===== src/rtl/spdif_stream_ctrl.sv =====
// spdif_stream_ctrl: sample streaming controller between the sample FIFO and
// the S/PDIF frame assembler. It waits for the FIFO to fill, then pops one
// sample for each subframe request and holds it on `sample`. Underruns are
// counted, and a stop request ends streaming at the next subframe boundary.
//
// Optional feature macro: MUTE_ON_UNDERRUN_EN
//   defined   : an underrun outputs a muted (zero) sample and streaming continues
//   undefined : an underrun mutes the output, disables streaming and re-enters
//               prefill (default build)
module spdif_stream_ctrl #(
    parameter int unsigned DATA_W     = 20,
    parameter int unsigned CNT_W      = 10,
    parameter int unsigned FILL_LEVEL = 256
) (
    input  logic              clk,
    input  logic              rst,
    input  logic              start,
    input  logic              stop,
    input  logic [DATA_W-1:0] fifo_dout,
    input  logic [CNT_W-1:0]  fifo_count,
    input  logic              fifo_empty,
    output logic              fifo_rd,
    input  logic              frame_ready,
    output logic [DATA_W-1:0] sample,
    output logic              sample_valid,
    output logic              stream_en,
    output logic              underrun,
    output logic [7:0]        underrun_cnt
);

    typedef enum logic [1:0] {
        IDLE,
        PREFILL,
        RUN,
        STOP_PEND
    } state_t;

    localparam logic [CNT_W-1:0] FILL_C = CNT_W'(FILL_LEVEL);

    state_t            state_q, state_d;
    logic              fr_q, fr_d;        // registered frame_ready for edge detect
    logic              rd_q, rd_d;        // pop issued this cycle
    logic              cap_q, cap_d;      // FIFO data arrives this cycle
    logic              mute1_q, mute1_d;  // underrun seen one edge ago
`ifdef MUTE_ON_UNDERRUN_EN
    logic              mute2_q, mute2_d;  // muted sample due at this edge
`endif
    logic [DATA_W-1:0] sample_q, sample_d;
    logic              sv_q, sv_d;
    logic              en_q, en_d;
    logic              unr_q, unr_d;
    logic [7:0]        cnt_q, cnt_d;

    logic              req;
    logic              busy;

    assign req = frame_ready & ~fr_q;
`ifdef MUTE_ON_UNDERRUN_EN
    assign busy = rd_q | cap_q | mute1_q | mute2_q;
`else
    assign busy = rd_q | cap_q | mute1_q;
`endif

    // Next-state logic: pop pipeline, underrun handling and state transitions
    always_comb begin
        state_d  = state_q;
        fr_d     = frame_ready;
        rd_d     = 1'b0;
        mute1_d  = 1'b0;
        sample_d = sample_q;
        sv_d     = 1'b0;
        en_d     = en_q;
        unr_d    = 1'b0;
        cnt_d    = cnt_q;
        // A pop suppressed by a late empty flag must not capture stale data.
        cap_d    = rd_q & ~fifo_empty;
`ifdef MUTE_ON_UNDERRUN_EN
        mute2_d  = mute1_q;
`endif

        if (cap_q) begin
            sample_d = fifo_dout;
            sv_d     = 1'b1;
        end
`ifdef MUTE_ON_UNDERRUN_EN
        if (mute2_q) begin
            sample_d = '0;
            sv_d     = 1'b1;
        end
`endif

        unique case (state_q)
            IDLE: begin
                if (start && !stop) begin
                    state_d = PREFILL;
                end
            end
            PREFILL: begin
                if (stop) begin
                    state_d = IDLE;
                end else if (fifo_count >= FILL_C) begin
                    state_d = RUN;
                    en_d    = 1'b1;
                end
            end
            RUN: begin
                if (req && !busy) begin
                    if (fifo_empty) begin
                        unr_d   = 1'b1;
                        mute1_d = 1'b1;
                        if (cnt_q != 8'hFF) begin
                            cnt_d = cnt_q + 8'd1;
                        end
                    end else begin
                        rd_d = 1'b1;
                    end
                end
                if (stop) begin
                    state_d = STOP_PEND;
                end
            end
            STOP_PEND: begin
                if (req && !busy) begin
                    sample_d = '0;
                    sv_d     = 1'b1;
                    en_d     = 1'b0;
                    state_d  = IDLE;
                end
            end
            default: state_d = IDLE;
        endcase

`ifndef MUTE_ON_UNDERRUN_EN
        // The underrun takes effect one edge after the request; it overrides
        // whatever the state case chose so the block always re-enters prefill.
        if (mute1_q) begin
            sample_d = '0;
            en_d     = 1'b0;
            state_d  = (state_q == STOP_PEND) ? IDLE : PREFILL;
        end
`endif
    end

    // State and output registers with synchronous reset
    always_ff @(posedge clk) begin
        if (rst) begin
            state_q  <= IDLE;
            fr_q     <= 1'b0;
            rd_q     <= 1'b0;
            cap_q    <= 1'b0;
            mute1_q  <= 1'b0;
`ifdef MUTE_ON_UNDERRUN_EN
            mute2_q  <= 1'b0;
`endif
            sample_q <= '0;
            sv_q     <= 1'b0;
            en_q     <= 1'b0;
            unr_q    <= 1'b0;
            cnt_q    <= '0;
        end else begin
            state_q  <= state_d;
            fr_q     <= fr_d;
            rd_q     <= rd_d;
            cap_q    <= cap_d;
            mute1_q  <= mute1_d;
`ifdef MUTE_ON_UNDERRUN_EN
            mute2_q  <= mute2_d;
`endif
            sample_q <= sample_d;
            sv_q     <= sv_d;
            en_q     <= en_d;
            unr_q    <= unr_d;
            cnt_q    <= cnt_d;
        end
    end

    // fifo_rd is masked by the live empty flag so a pop never hits an empty FIFO
    assign fifo_rd      = rd_q & ~fifo_empty;
    assign sample       = sample_q;
    assign sample_valid = sv_q;
    assign stream_en    = en_q;
    assign underrun     = unr_q;
    assign underrun_cnt = cnt_q;

endmodule


===== config.mk =====
export PLATFORM = sky130hd
export DESIGN_NAME = spdif_stream_ctrl
export DESIGN_NICKNAME = d
export VERILOG_FILES = /design/src/rtl/spdif_stream_ctrl.sv
export SDC_FILE = /design/constraint.sdc
export NUM_CORES = 1
export LEC_CHECK = 0
export ABC_AREA = 1
export ABC_CLOCK_PERIOD_IN_PS = 4100
export BUFFER_PORTS_ARGS = -buffer_cell sky130_fd_sc_hd__buf_4
export CAP_MARGIN = 20
export CORE_MARGIN = 3
export CORE_UTILIZATION = 51
export CTS_BUF_LIST = sky130_fd_sc_hd__clkbuf_4 sky130_fd_sc_hd__clkbuf_8
export DETAILED_ROUTE_END_ITERATION = 8
export PLACE_DENSITY = 0.86
export SLEW_MARGIN = 20
export SYNTH_ARGS = -nofsm -noshare
export SYNTH_HDL_FRONTEND = slang
export SYNTH_SLANG_ARGS = --single-unit

===== constraint.sdc =====
create_clock -name clk -period 4.1 [get_ports clk]
set_clock_uncertainty 0.05 [all_clocks]
set_input_delay 0.41 -clock clk [delete_from_list [all_inputs] [get_ports clk]]
set_output_delay 0.41 -clock clk [all_outputs]
set_load 0.005 [all_outputs]

==> metrics.md, run 1 <==
| Metric | Value |
|---|---|
| Status | finished, final reports clean |
| Via density | 5.03 |
| Setup TNS | 0 ns |
| HPWL after detailed placement | 2530 um |
| Number of unique standard cell types used by synthesis | 21 |
| Post_cts resized | 0 |
| Drt drc | 0 |
| TritonCTS Buffers | 5 |
| Seq pwr share | 0.573 |
| Number of setup buffers added after CTS | 0 |
| Total track usage | 0.205 |
| Seq/Total Area, Yosys | 0.484 |
| Multi-input gate area | 682 sq um |
| First-pass DRT Iterations | 4 |
| Number of setup violations in the final report | 0 |
| Mapped Area | 1490 sq um |
| Worst-Margin Slew | 0.768 ns |
| Clk pwr share | 0.333 |
| Worst VDD drop | 0.292 mV |
| Clk pin slew, worst setup/hold paths | 0.10 ns |
| GPL Wtd Cong | 0.829 |
| Reg area | 721 sq um |
| Vias in the first global route | 1,306 |
| First-pass GRT wire length | 5530 um |
| Vias | 1,479 |
| Cts hold-fix bufs | 0 |
| Layout cells sized above 1 | 0.288 |
| Core ar. | 2640 sq um |
| Number of antenna diodes | 0 |
| DP Worst Slack | 2.15 ns |
| Critical Path Sink Type | flop |
| Crit path launch type | flop |
| Worst Path Arrival | 2.16 ns |
| Post-route ant nets | 0 |
| DP Cell Count | 286 |
| Max-Cap Viols | 0 |
| Leakage power figure | 0.884 nW |
| Worst-Skew Late Latency | 0.33 ns |
| P_sw | 0.000145 W |
| Final core utilization | 0.762 |
| Final-stage net count | 300 |
| Initial Utilization | 0.566 |
| WL/cell | 11.8 um |
| Minimum clock period | 1.96 ns |
| Net Count, Synth | 241 |
| Hold Crit Class | in -> reg |
| RSZ-0062 raised after global routing | no |
| Chip height | 60.1 um |
| Sink Count | 36 |
| Die Area | 3610 sq um |
| Synthesized netlist cell count | 204 |
| Worst slew margin | 0.487 |
| Post-Layout Cell Count | 294 |
| Filler Cell Count | 231 |
| Critical path class | reg -> reg |
| Fin. Hold Viols | 0 |
| PD cells | 312 nW/um^2 |
| Initial DRC Count | 65 |
| Area Overhead vs Synth | 34.8% |
| Synth warnings | 0 |
| # port buffers | 59 |
| Final Max Slew Viols | 0 |
| Post-synthesis register bit count | 36 |
| Post-layout total power | 0.000627 W |
| P_int | 0.000482 W |
| Horiz. Die Dim | 60.1 um |
| Fmax | 0.509 GHz |
| Largest net degree at the start of global routing | 23 |
| Switch share | 0.232 |
| I/O pin total | 68 |
| Final Worst Setup Slack | 2.14 ns |
| Share of the clock period used by the worst path | 0.479 |
| Critical path data required time | 4.30 ns |
| Crit-path max FO | 22 |
| Row count | 18 |
| Clock root cell | clkbuf_4 |
| Post-Route WL | 3460 um |
| Longest Clk Path Bufs | 2 |
| Power share of the combinational group | 0.093 |
| Syn Area/Cell | 7.30 sq um |
| Total grt overflow | 0 |
| Depth of the CTS H-tree | 2 |
| TritonCTS clock tree | yes |
| Initial antenna violation count | 0 |
## power groups by stage
stage / logic [W] / clock network (W) / registers (W)
3_3_place_gp: 0.0000575 / 0 / 0.000368
3_5_place_dp: 0.0000586 / 0 / 0.000367
6_report: 0.0000586 / 0.000209 / 0.000360
5_1_grt: 0.0000662 / 0.000231 / 0.000361
4_1_cts: 0.0000591 / 0.000217 / 0.000360
2_1_floorplan: 0.0000315 / 0 / 0.000367
## metal layers
metal  GRT usage  wire length (um)  vias to the layer above
li1            -                 -                      765
met5           0                 0                        -
met4      0.0759                50                        0
met2       0.333              1600                       56
met1       0.248              1520                      652
met3      0.0691               286                        6
## synth_stat cells
library cell  instances  area share
nand4_1               2      0.0084
clkbuf_1              5       0.013
dfxtp_1              36        0.48
a21oi_2               1      0.0059
o21ai_0               2      0.0067
nand2_2               1      0.0042
or2_2                 1      0.0042
nor2_4                2       0.015
a21oi_1              32        0.11
inv_1                14       0.035
nand3_1               8       0.027
nor2_1               14       0.035
ha_1                  1      0.0084
nand2_1              73        0.18
xor2_1                3       0.018
nand3_4               1       0.012
nand3b_1              2       0.010
buf_2                 2      0.0067
nor3_1                1      0.0034
nor2_2                2      0.0084
inv_4                 1      0.0042
## layout make-up
class | instances | share of cell area
inverters | 15 | 0.0293
clock buffers | 8 | 0.0330
well taps | 30 | 0.0187
multi-input cells | 146 | 0.340
flip-flops and latches | 36 | 0.359
repair buffers | 59 | 0.221
## registers in the layout (all words and copies together), names as in the netlist
signal / count
underrun: 1
sample_valid: 1
underrun_cnt: 8
sample: 20
stream_en: 1
cap_q: 1
rd_q: 1
state_q: 2
fr_q: 1
## per-stage QoR
step | area, sq um | hold WS, ns
after CTS | 2010 | 0.191
after global routing | 2010 | 0.180
after global placement | 1940 | 0.399
after detailed placement | 1940 | 0.402
final | 2010 | 0.204
after floorplan | 1490 | 0.392
## path summary, 6_finish.rpt
path	startpoint	end	slack [ns]	cells after the start
hold / removal	fifo_empty	rd_q$_SDFF_PP0_	0.20	2
setup reg to reg	cap_q$_SDFF_PP0_	sample[19]$_SDFF_PP0_	2.14	6
setup / recovery	cap_q$_SDFF_PP0_	sample[19]$_SDFF_PP0_	2.14	6
hold reg to reg	rd_q$_SDFF_PP0_	cap_q$_SDFF_PP0_	0.42	2
## logic make-up after synthesis
family	count (synthesis)	share of synthesized area
fa+ha+maj	1	0.00839
flops	36	0.484
buf+inv	22	0.0588
xor+xnor	3	0.0176
simple gates	107	0.311
compound gates	35	0.120
## cells in the final DEF (no fill, tap or decap), types with 3 or more instances in the layout
cell type,instances
buf_4,59
nor2_1,14
clkbuf_4,7
nand2_1,73
nand3_1,8
inv_1,14
xor2_1,3
dfxtp_1,36
a21oi_1,32
## worst max-delay path: stages, from the launching register on
cell and delay (ns):
dfxtp_1 0.84, nor2_2 0.06, nand2_1 0.13, nor2_4 0.06
nand2_1 0.09, nand2_1 0.38, a21oi_1 0.28
Note: power is estimated with default switching activity, not from simulation.
==> inputs of run 2 (changes only) <==
ABC_CLOCK_PERIOD_IN_PS = 1900   (was 4100)
CORE_UTILIZATION = 48   (was 51)
PLACE_DENSITY = 0.82   (was 0.86)
clock period = 1.9 ns   (was 4.1 ns; I/O delays follow)
==> run 2 against run 1 <==
  * Clock power is 120% higher
  * Critical endpoint is now underrun_cnt[2]$_SDFFE_PP0P_
  * Critical path depth is 2 higher
  * Highest routed layer unchanged
  * Largest power group unchanged
  * Combinational power is 120% higher
==> metrics.md, run 2 (synthesized netlist as in run 1, its figures left out) <==
| Metric | Value |
|---|---|
| Status | finished, final reports clean |
| Buf/Inv on CP | 1 |
| Most frequent cells in the layout | nand2_1, buf_4, dfxtp_1 |
| Crit path launch type | flop |
| Chip height | 61.7 um |
| Row count | 19 |
| Max-Cap Viols | 0 |
| Horiz. Die Dim | 61.7 um |
| Worst slew margin | 0.600 |
| Clock root cell | clkbuf_4 |
| Vias | 1,484 |
| Core ar. | 2850 sq um |
| WL/cell | 11.7 um |
| Top cell family by delay on the critical path | simple AND/OR/NAND/NOR gates |
| Longest Clk Path Bufs | 2 |
| Depth of the CTS H-tree | 2 |
| R2R cell count | 8 |
| Share of the clock period used by the worst path | 0.779 |
| I/O pin total | 68 |
| R2r endpoint | underrun_cnt[2]$_SDFFE_PP0P_ |
| Initial DRC Count | 72 |
| Critical path data required time | 2.09 ns |
| Largest net degree at the start of global routing | 22 |
| Fmax | 0.676 GHz |
| Initial antenna violation count | 0 |
| R2r startpoint | underrun_cnt[1]$_SDFFE_PP0P_ |
| Setup TNS | 0 ns |
| Layout cells sized above 1 | 0.292 |
| R2R Setup Slk | 0.42 ns |
| First-pass DRT Iterations | 4 |
| WP depth | 8 |
| Hold_ws | 0.0288 ns |
| Sink Count | 36 |
| RSZ-0062 raised after global routing | no |
| Drt drc | 0 |
| PD cells | 668 nW/um^2 |
| Crit path launch | underrun_cnt[1]$_SDFFE_PP0P_ |
| Final-stage net count | 303 |
| Initial Utilization | 0.522 |
| Crit path max-delay cell type | dfxtp_1 |
| Number of flip-flops in the largest register | 20 |
| Filler Cell Count | 274 |
| Total track usage | 0.198 |
| Hold Crit Class | in -> reg |
| Leakage power figure | 0.898 nW |
| Area Overhead vs Synth | 36.5% |
| Worst Setup EP | underrun_cnt[2]$_SDFFE_PP0P_ |
| Worst VDD drop | 0.468 mV |
| Worst-Margin Slew | 0.600 ns |
| Minimum clock period | 1.48 ns |
| Hold wc startpoint | frame_ready |
| Commonest non-fill, non-tap cell in the layout | nand2_1 |
| HPWL after detailed placement | 2520 um |
| Critical Path Sink Type | flop |
| Critical path class | reg -> reg |
| Crit path cell chain | ha_1 > nand2_1 > nor2_2 > nand2_1 > nand3_4 > inv_4 > a21oi_1 > nor2_1 |
| Via density | 4.98 |
| Post-route ant nets | 0 |
| Crit-path max FO | 9 |
| Post-Route WL | 3480 um |
| Worst Path Arrival | 1.67 ns |
| Final Instance Area | 2030 sq um |
| First-pass GRT wire length | 5580 um |
| Final Max Slew Viols | 0 |
| CP peak stage delay | 0.39 ns |
| Most frequent CP cell | nand2_1 |
| Vias in the first global route | 1,324 |
| Fin. Hold Viols | 0 |
| TritonCTS Buffers | 5 |
| TritonCTS clock tree | yes |
| # port buffers | 59 |
| Total grt overflow | 0 |
| Area after DPL | 1960 sq um |
| Number of setup violations in the final report | 0 |
| Number of antenna diodes | 0 |
| Worst-Skew Late Latency | 0.34 ns |
| GPL Wtd Cong | 0.847 |
| Die Area | 3810 sq um |
| Clk pin slew, worst setup/hold paths | 0.10 ns |
-- run 2: cell count changes in the layout (fill, tap and decap cells not counted), sizes merged --
cell	delta
dlygate4sd3	+1
buf	+2
-- run 2: power by group --
group | switching [W] | internal, W | total, W
combinational | 0.0000639 | 0.0000666 | 0.000131
sequential | 0.0000110 | 0.000765 | 0.000776
clock | 0.000242 | 0.000211 | 0.000453
-- run 2: worst min path at each step --
stage,cells past startpoint,to
floorplan,1,rd_q$_SDFF_PP0_
global placement,2,rd_q$_SDFF_PP0_
detailed placement,2,rd_q$_SDFF_PP0_
CTS,3,fr_q$_SDFF_PP0_
global route,2,underrun_cnt[6]$_SDFFE_PP0P_
finish,3,fr_q$_SDFF_PP0_
-- run 2: layer usage --
layer,part of all wire,global-route usage
met5,0,0
met4,0.010,0.0545
met3,0.065,0.0764
met2,0.49,0.312
met1,0.43,0.252
-- run 2: area by class of cell --
class                           count  area [sq um]  share of cell area
Clock buffer                        8          66.3              0.0326
Inverter                           15          58.8              0.0289
Multi-Input combinational cell    146           682               0.335
Sequential cell                    36           721               0.354
Tap cell                           31          38.8              0.0191
Timing Repair Buffer               62           468               0.230
-- run 2: worst reg2reg max path, delay by kind of cell (launching register included) --
kind	cells	cell delay, ns
AND/OR/NAND/NOR	5	0.52
flip-flops	1	0.39
adder cells (fa/ha/maj)	1	0.23
AO/OA/AOI/OAI	1	0.13
buffers and inverters	1	0.08
-- run 2: timing repair --
action | CTS | global route
buffers inserted | 0 | 0
endpoints found under the hold margin | 1 | 0
hold buffers | 1 | 0
resized for setup | 0 | 0
-- run 2: metrics by stage --
| stage | power (W) | setup slack [ns] | cells | utilization |
|---|---|---|---|---|
| 2_1_floorplan | 0.000859 | 0.558 | 204 | - |
| 6_report | 0.00136 | 0.421 | 298 | 0.713 |
| 3_3_place_gp | 0.000919 | 0.461 | 289 | 0.686 |
| 5_1_grt | 0.00142 | 0.242 | 298 | 0.713 |
| 4_1_cts | 0.00137 | 0.407 | 298 | 0.713 |
| 3_5_place_dp | 0.000922 | 0.422 | 289 | 0.686 |
